--- src/rtl/usrt_tx_fifo_pkg.sv ---
// Frame constants and FSM state encodings shared by the USRT
// transmitter and receiver.
package usrt_tx_fifo_pkg;

  localparam logic START_BIT = 1'b0;
  localparam logic STOP_BIT  = 1'b1;
  localparam int   DATA_BITS = 8;

  localparam logic [1:0] ST_IDLE  = 2'b00;
  localparam logic [1:0] ST_START = 2'b01;
  localparam logic [1:0] ST_DATA  = 2'b10;
  localparam logic [1:0] ST_STOP  = 2'b11;

  localparam logic [2:0] LAST_IDX = 3'(DATA_BITS - 1);

endpackage

--- src/rtl/usrt_sync_fifo.sv ---
// Synchronous FIFO, sync active-high reset, combinational head.
// Ports: i_push/i_pop strobes, i_din/o_dout data, o_full/o_empty/o_count.
module usrt_sync_fifo #(
  parameter int WIDTH = 8,
  parameter int DEPTH = 8
) (
  input  logic                     i_clk,
  input  logic                     i_rst,
  input  logic                     i_push,
  input  logic                     i_pop,
  input  logic [WIDTH-1:0]         i_din,
  output logic [WIDTH-1:0]         o_dout,
  output logic                     o_full,
  output logic                     o_empty,
  output logic [$clog2(DEPTH):0]   o_count
);

  localparam int AW = $clog2(DEPTH);
  localparam int CW = AW + 1;

  logic [WIDTH-1:0] r_mem [DEPTH];
  logic [AW-1:0]    r_wr_ptr;
  logic [AW-1:0]    r_rd_ptr;
  logic [CW-1:0]    r_count;
  logic             w_push;
  logic             w_pop;

  assign o_full  = (r_count == CW'(DEPTH));
  assign o_empty = (r_count == '0);
  assign o_count = r_count;
  assign o_dout  = r_mem[r_rd_ptr];

  // Guard here too so a careless caller cannot corrupt the count.
  assign w_push = i_push && !o_full;
  assign w_pop  = i_pop && !o_empty;

  always_ff @(posedge i_clk) begin
    if (w_push) begin
      r_mem[r_wr_ptr] <= i_din;
    end
  end

  always_ff @(posedge i_clk) begin
    if (i_rst) begin
      r_wr_ptr <= '0;
      r_rd_ptr <= '0;
      r_count  <= '0;
    end else begin
      if (w_push) r_wr_ptr <= r_wr_ptr + 1'b1;
      if (w_pop)  r_rd_ptr <= r_rd_ptr + 1'b1;
      unique case ({w_push, w_pop})
        2'b10:   r_count <= r_count + 1'b1;
        2'b01:   r_count <= r_count - 1'b1;
        default: r_count <= r_count;
      endcase
    end
  end

endmodule

--- src/rtl/usrt_tx_fifo.sv ---
// USRT transmitter with a byte FIFO: start, 8 data LSB first, stop bits.
// Ports: i_Tx_DV/i_Tx_Byte in, o_Tx_Ready/o_Fifo_Count/o_Overflow, line outs.
module usrt_tx_fifo
  import usrt_tx_fifo_pkg::*;
#(
  parameter int FIFO_DEPTH = 8,
  parameter int STOP_BITS  = 1
) (
  input  logic                          i_Clock,
  input  logic                          i_Reset,
  input  logic                          i_Tx_DV,
  input  logic [7:0]                    i_Tx_Byte,
  output logic                          o_Tx_Ready,
  output logic [$clog2(FIFO_DEPTH):0]   o_Fifo_Count,
  output logic                          o_Tx_Serial,
  output logic                          o_Tx_Active,
  output logic                          o_Tx_Done,
  output logic                          o_Overflow
);

  logic [1:0] r_state;
  logic [7:0] r_shift;
  logic [2:0] r_idx;
  logic       r_stop_cnt;
  logic       r_serial;
  logic       r_done;
  logic       r_ovf;

  logic       w_full;
  logic       w_empty;
  logic       w_push;
  logic       w_pop;
  logic       w_final_stop;
  logic [7:0] w_head;

  assign w_push = i_Tx_DV && !w_full;

  assign w_final_stop = (r_state == ST_STOP) &&
                        (r_stop_cnt == 1'(STOP_BITS - 1));

  // Pop from idle, or at the end of the last stop bit so
  // consecutive frames run with no idle gap.
  assign w_pop = !w_empty &&
                 ((r_state == ST_IDLE) || w_final_stop);

  usrt_sync_fifo #(
    .WIDTH (8),
    .DEPTH (FIFO_DEPTH)
  ) u_fifo (
    .i_clk   (i_Clock),
    .i_rst   (i_Reset),
    .i_push  (w_push),
    .i_pop   (w_pop),
    .i_din   (i_Tx_Byte),
    .o_dout  (w_head),
    .o_full  (w_full),
    .o_empty (w_empty),
    .o_count (o_Fifo_Count)
  );

  always_ff @(posedge i_Clock) begin
    if (i_Reset) begin
      r_state    <= ST_IDLE;
      r_shift    <= '0;
      r_idx      <= '0;
      r_stop_cnt <= 1'b0;
      r_serial   <= STOP_BIT;
      r_done     <= 1'b0;
      r_ovf      <= 1'b0;
    end else begin
      r_ovf  <= i_Tx_DV && w_full;
      r_done <= 1'b0;
      unique case (r_state)
        ST_IDLE: begin
          r_serial <= STOP_BIT;
          if (w_pop) begin
            r_shift  <= w_head;
            r_serial <= START_BIT;
            r_state  <= ST_START;
          end
        end
        ST_START: begin
          r_serial <= r_shift[0];
          r_shift  <= r_shift >> 1;
          r_idx    <= '0;
          r_state  <= ST_DATA;
        end
        ST_DATA: begin
          if (r_idx == LAST_IDX) begin
            r_serial   <= STOP_BIT;
            r_stop_cnt <= 1'b0;
            r_done     <= (STOP_BITS == 1);
            r_state    <= ST_STOP;
          end else begin
            r_serial <= r_shift[0];
            r_shift  <= r_shift >> 1;
            r_idx    <= r_idx + 1'b1;
          end
        end
        ST_STOP: begin
          if (w_final_stop) begin
            if (w_pop) begin
              r_shift  <= w_head;
              r_serial <= START_BIT;
              r_state  <= ST_START;
            end else begin
              r_serial <= STOP_BIT;
              r_state  <= ST_IDLE;
            end
          end else begin
            // Entering the final stop cycle next.
            r_stop_cnt <= r_stop_cnt + 1'b1;
            r_serial   <= STOP_BIT;
            r_done     <= 1'b1;
          end
        end
        default: begin
          r_serial <= STOP_BIT;
          r_state  <= ST_IDLE;
        end
      endcase
    end
  end

  assign o_Tx_Ready  = !w_full;
  assign o_Tx_Serial = r_serial;
  assign o_Tx_Active = (r_state != ST_IDLE);
  assign o_Tx_Done   = r_done;
  assign o_Overflow  = r_ovf;

endmodule

--- config.mk ---
export PLATFORM = sky130hd
export DESIGN_NAME = usrt_tx_fifo
export DESIGN_NICKNAME = d
export VERILOG_FILES = /design/src/rtl/usrt_tx_fifo_pkg.sv /design/src/rtl/usrt_sync_fifo.sv /design/src/rtl/usrt_tx_fifo.sv
export SDC_FILE = /design/constraint.sdc
export NUM_CORES = 1
export LEC_CHECK = 0
export CORE_MARGIN = 4
export CORE_UTILIZATION = 60
export DETAILED_ROUTE_END_ITERATION = 8
export PLACE_DENSITY = 0.87
export SYNTH_ARGS = -nofsm -noshare
export SYNTH_HDL_FRONTEND = slang
export SYNTH_HIERARCHICAL = 1
export SYNTH_SLANG_ARGS = --single-unit
--- constraint.sdc ---
create_clock -name i_Clock -period 4.11 [get_ports i_Clock]
set_clock_uncertainty 0.05 [all_clocks]
set_input_delay 0.822 -clock i_Clock [delete_from_list [all_inputs] [get_ports i_Clock]]
set_output_delay 0.822 -clock i_Clock [all_outputs]
set_load 0.05 [all_outputs]
After elaboration in Yosys (flattened, before gate mapping)
Memory sizes are Yosys's and may differ from the RTL's. A register that Yosys moved wholly into a read port is not among the register bits.
Cells that the tools add are included.
{"block": "word_totals", "register_bits": 27, "mem_bits_rw": 64, "input_bits": 11, "output_inout_bits": 9, "word_cells": 75, "mem_count": 1}
{"block": "classes", "addsub": 6, "eq_ne": 12, "n_mux": 26, "n_bitwise": 1, "reduce_logical": 19}
{"name": "u_fifo.r_mem", "words": 8, "word_bits": 8, "read_ports": 1, "rd_clocked_by_memory_dff": 1, "wr": 1, "line_no": "usrt_sync_fifo.sv:21", "source": "logic [WIDTH-1:0] r_mem [DEPTH];"}
{"operator": "8-bit case mux with 4 select lines", "count": 1}
{"operator": "8-bit two-way mux", "count": 3}
{"operator": "1-bit two-way mux", "count": 10}
{"operator": "3-bit by 1-bit adder with 3-bit output, second input constant", "count": 3}
{"operator": "3-bit two-way mux", "count": 3}
{"operator": "2-bit != test, second input constant", "count": 4}
{"operator": "2-bit case mux with 4 select lines", "count": 1}
{"operator": "4-bit case mux with 2 select lines", "count": 1}
{"operator": "2-bit nonzero test", "count": 4}
{"operator": "2-bit equality test, second input constant", "count": 3}
{"operator": "1-bit logical AND", "count": 6}
{"operator": "2-bit two-way mux", "count": 3}
{"operator": "3-bit case mux with 2 select lines", "count": 1}
{"operator": "3-bit AND reduction", "count": 2}
{"operator": "4-bit by 1-bit adder with 4-bit output, second input constant", "count": 1}
{"operator": "2-bit by 1-bit equality test with 1-bit output, second input constant", "count": 2}
{"operator": "4-bit equality test, second input constant", "count": 1}
{"operator": "4-bit logical NOT", "count": 1}
{"operator": "1-bit case mux with 2 select lines", "count": 2}
{"operator": "1-bit case mux with 4 select lines", "count": 1}
{"operator": "2-bit AND reduction", "count": 2}
{"operator": "4-bit by 1-bit subtractor with 4-bit output, second input constant", "count": 1}
{"operator": "3-bit equality test, second input constant", "count": 1}
{"operator": "1-bit logical NOT", "count": 2}
{"operator": "other kinds (5)", "count": 5}

Logic depth before layout (Yosys ltp)
{"block": "logic_depth", "word_depth": 7, "mapped_depth": 13, "mapped_depth_nobuf": 12}

Hierarchy
The synthesis kept the hierarchy.
{"mod": "usrt_sync_fifo", "n_inst": 1, "cells_each": 167, "area_each_um2": 3151.8, "seq_area_each_um2": 2182.1}
{"mod": "usrt_tx_fifo", "n_inst": 1, "cells_each": 101, "area_each_um2": 969.7, "seq_area_each_um2": 340.3}

Worst setup path before layout
No wires, ideal clock.
{"block": "synth_timing", "path_kind": "register -> register", "startpoint": "register u_fifo.r_count[0] (netlist: u_fifo/o_count[0])", "endpoint": "register u_fifo.r_count[2] (netlist: u_fifo/o_count[2])", "setup_time_ps": 70, "arrival_time_ps": 2930, "path_slack_ps": 1060, "stages_incl_launch_ff": 13, "n_path_buf": 1, "path_cell_list": "dfxtp_1 or4b_4 buf_6 inv_1 nor2b_1 nand2_8 ha_1 xor2_1 ha_1 a21oi_1 xor2_1 or3_1 a21oi_1"}
{"block": "synth_via", "elab_chain_cells": 6, "elab_cells_between_ends": 14}
{"item": "from (decl)", "line_no": "usrt_sync_fifo.sv:24", "source": "logic [CW-1:0] r_count;"}
{"item": "from (signal assigned)", "line_no": "usrt_sync_fifo.sv:52", "source": "2'b10: r_count <= r_count + 1'b1;"}
{"item": "from (signal assigned)", "line_no": "usrt_sync_fifo.sv:53", "source": "2'b01: r_count <= r_count - 1'b1;"}
{"item": "from (signal assigned)", "line_no": "usrt_sync_fifo.sv:54", "source": "default: r_count <= r_count;"}
{"item": "4-bit equality test *", "line_no": "usrt_sync_fifo.sv:28", "source": "assign o_full = (r_count == CW'(DEPTH));"}
{"item": "via w_full", "line_no": "usrt_tx_fifo.sv:29", "source": "logic w_full;"}
{"item": "1-bit logical NOT *", "line_no": "usrt_tx_fifo.sv:36", "source": "assign w_push = i_Tx_DV && !w_full;"}
{"item": "1-bit logical AND *", "line_no": "usrt_tx_fifo.sv:36"}
{"item": "via w_push", "line_no": "usrt_tx_fifo.sv:31", "source": "logic w_push;"}
{"item": "1-bit logical AND *", "line_no": "usrt_sync_fifo.sv:34", "source": "assign w_push = i_push && !o_full;"}
{"item": "2-bit by 1-bit equality test with 1-bit output / 2-bit equality test (equally long branches)", "line_no": "usrt_sync_fifo.sv:51", "source": "unique case ({w_push, w_pop})"}
{"item": "4-bit case mux with 2 select lines / 2-bit nonzero test (equally long branches)"}
The timed path passes the listed nets; every way through them passes the cells marked *.
A chain may end at the register's enable or synchronous reset.

Worst setup path in the final report
{"block": "layout_timing", "startpoint": "register u_fifo.r_count[1] (netlist: u_fifo/o_count[1])", "endpoint": "output o_Tx_Ready"}
{"block": "layout_via", "elab_chain_cells": 2}
{"item": "4-bit equality test", "line_no": "usrt_sync_fifo.sv:28"}
{"item": "via w_full", "line_no": "usrt_tx_fifo.sv:29"}
{"item": "1-bit logical NOT", "line_no": "usrt_tx_fifo.sv:125", "source": "assign o_Tx_Ready = !w_full;"}
{"item": "to (decl)", "line_no": "usrt_tx_fifo.sv:13", "source": "output logic o_Tx_Ready,"}
The timed path passes the listed nets, and every way through them passes these cells.

==> results.py <==
metrics = {
    "status": {
        "outcome": "complete, no violations",
    },
    "sta": {
        "post-route-period-util_pct": 76.5,
        "tightest_slew_ns": 1.03,
        "tns_ns": 0,
        "max-slew-margin-rel_pct": 31.3,
        "rsz0062_at_grt": "no",
        "setup_violations": 0,
        "period_minus_slack_ns": 3.14,
        "maxSlewViolCount": 0,
        "final_hold_viol_count": 0,
        "max_freq_ghz": 0.318,
    },
    "floorplan": {
        "io_pins": 20,
        "die_x_um": 90.9,
        "start_util_pct": 63.5,
        "die_area_mm2": 0.00826,
        "die_h_um": 90.9,
        "core_region_area_mm2": 0.00649,
        "rows": 29,
    },
    "global_routing": {
        "grt_pass1_vias": 2268,
        "globalRouteOverflowTotal": 0,
        "globalRouteTotalUtil_pct": 18.9,
        "grt_max_degree": 28,
        "antenna_found_initial": 0,
        "grt_pass1_wl_mm": 11.8,
    },
    "placed_design": {
        "dpl_cell_area_mm2": 0.00437,
        "io_buffers": 19,
        "hpwlAfterDp_mm": 4.70,
        "gp_congestion": 0.783,
        "place_inst": 358,
    },
    "synthesis": {
        "synthMuxAreaShare_pct": 16.7,
        "synth-xor-area-share_pct": 1.67,
        "synth_async_sr_flop_share_pct": 0,
        "synth-compound-area-share_pct": 4.68,
        "syn_area_per_cell_um2": 15.4,
        "synth-adder-area-share_pct": 3.34,
        "synth_flop_cell": "edfxtp_1",
        "yosysSeqAreaShare_pct": 61.2,
        "synth_edf_count": 64,
        "ys.warnings.count": 6,
        "synthSimpleGateAreaFrac_pct": 9.71,
        "syn-cell-area_mm2": 0.00412,
        "ys_ff_latch": 94,
        "syn_inst": 268,
        "synth_cell_types": 49,
        "syn_nets": 290,
        "synth_top_family_by_area": "multiplexers",
    },
    "job": {
        "drv_cap": 0,
    },
    "worst_setup_path": {
        "r2r_cells": 12,
        "endpoint_kind": "primary output",
        "r2r_slack_ns": 1.07,
        "cp-startpoint": "u_fifo/o_count[1]",
        "r2r-end": "u_fifo/o_count[2]",
        "worst-path-max-fanout": 9,
        "worstSetupPathType": "reg -> out",
        "critPathArrivalTime_ns": 2.27,
        "cp_data_required_time_ns": 3.24,
        "r2r-start": "u_fifo/o_count[1]",
        "startpoint_type": "register",
    },
    "cells_and_area": {
        "multi_input_area_mm2": 0.00149,
        "drive_above_1_share_pct": 18.5,
        "fin_nets": 314,
        "finalNonFillerCells": 374,
        "final_area_mm2": 0.00455,
        "final_cell_mix": "edfxtp_1 (64), dfxtp_1 (30), nor2_1 (24)",
        "insertedDiodeCount": 0,
        "layout_commonest_cell": "edfxtp_1",
        "regArea_mm2": 0.00252,
        "syn2layout_area_growth_pct": 10.5,
        "fin_util_pct": 70.1,
        "nFillCells": 415,
    },
    "worst_hold_path": {
        "hp-class": "reg -> reg",
        "whs_path_depth": 2,
        "min_delay_worst_endpoint": "r_idx[0]",
        "hp-start": "r_idx[0]",
    },
    "drt": {
        "routed_via_density": 5.99,
        "final_antenna_net_count": 0,
        "drt_wl_total_mm": 7.12,
        "first_pass_iters": 4,
        "wl_per_cell_um": 19.0,
        "drt_iter0_drc": 112,
        "vias": 2240,
        "drc_errors": 0,
    },
    "clock_tree": {
        "cts_tree": "built",
        "ctsHoldBuffers": 0,
        "root_buffer": "clkbuf_8",
        "cts_resized": 0,
        "clkSinkCount": 94,
        "cts_setup_buffers": 0,
        "clk_pin_slew_ns": 0.10,
        "cts_buffer_depth": 2,
        "cts_buffers": 9,
        "htree_num_levels": 3,
        "insertion_delay_ns": 0.37,
    },
    "power": {
        "p_leak_nw": 1.61,
        "total_power_w": 0.00303,
        "ir_drop_mv": 0.375,
        "powerDensity_mw_per_mm2": 666,
    },
}
## critical path, stage by stage, from the launching register on
cell and delay [ns]:
dfxtp_1 0.41, or4b_4 0.64, inv_1 0.12, inv_1 0.04, clkdlybuf4s50_1 0.69
## synth_stat cells, types with 2 or more instances
master | number | share of area, %
edfxtp_1 | 64 | 47
dfxtp_1 | 30 | 15
nor2_1 | 24 | 2.2
nor2b_1 | 12 | 1.8
ha_1 | 11 | 3.3
mux2_2 | 9 | 2.5
mux2i_1 | 9 | 2.2
a21oi_1 | 8 | 0.97
mux4_1 | 8 | 5.1
mux4_2 | 8 | 4.4
nand2_1 | 8 | 0.73
inv_1 | 7 | 0.64
mux2_4 | 7 | 2.6
buf_6 | 5 | 1.4
nand2b_1 | 5 | 0.76
nor3_1 | 5 | 0.61
xor2_1 | 5 | 1.1
o21ai_0 | 4 | 0.49
buf_2 | 3 | 0.36
clkbuf_1 | 3 | 0.27
a32oi_1 | 2 | 0.43
nand3_1 | 2 | 0.24
nand3b_1 | 2 | 0.36
nor4_1 | 2 | 0.30
## flip-flops by register name, indices dropped and copies added, names as in the netlist, named ones only
name	cells
o_Tx_Serial	1
r_shift	8
u_fifo/o_count	4
o_Overflow	1
u_fifo/r_mem	64
r_state	2
u_fifo/r_wr_ptr	3
r_stop_cnt	1
u_fifo/r_rd_ptr	3
o_Tx_Done	1
r_idx	3
## cell families (layout without fill, tap and decap cells)
logic type | after synthesis | after routing
flops | 94 | 94
simple gates | 71 | 71
mux | 41 | 41
compound gates | 25 | 25
buf+inv | 19 | 48
fa+ha+maj | 11 | 11
xor+xnor | 7 | 7
## layout make-up
type	count	share of cell area [%]
clock buffer	9	2.72
clock inverter	7	1.40
inverter	7	0.577
multi-input combinational	155	32.6
sequential	94	55.4
tap	77	2.12
timing repair buffer	25	5.16
## per-layer routing
layer  GRT usage (%)  vias up  share of wire (%)
met4            6.03        0                1.3
met5               0        -                  0
met3            4.75       11                3.0
met2            32.1       39                 52
li1                -     1069                  -
met1            23.8     1121                 43
## worst max-delay path by stage
stage	cells after the start	to	slack, ns
after floorplan	12	u_fifo/o_count[2]	1.06
after global placement	10	u_fifo/o_count[2]	0.81
after detailed placement	10	u_fifo/o_count[2]	0.76
after CTS	4	o_Tx_Ready	0.95
after global routing	12	u_fifo/o_count[2]	0.80
final	4	o_Tx_Ready	0.97
## stage by stage
stage,worst slack [ns],hold slack (ns)
after floorplan,1.06,0.394
after global placement,0.813,0.403
after detailed placement,0.756,0.433
after CTS,0.954,0.449
after global routing,0.804,0.486
final,0.966,0.445
## power by group
| group | leakage, nW | switching (W) | total [W] | internal [W] |
|---|---|---|---|---|
| Clock | 0.0972 | 0.000339 | 0.000574 | 0.000234 |
| Sequential | 0.826 | 0.000126 | 0.00127 | 0.00114 |
| Combinational | 0.690 | 0.000619 | 0.00119 | 0.000569 |
| Total | 1.61 | 0.00108 | 0.00303 | 0.00195 |
Power figures use the tool's default switching activity.
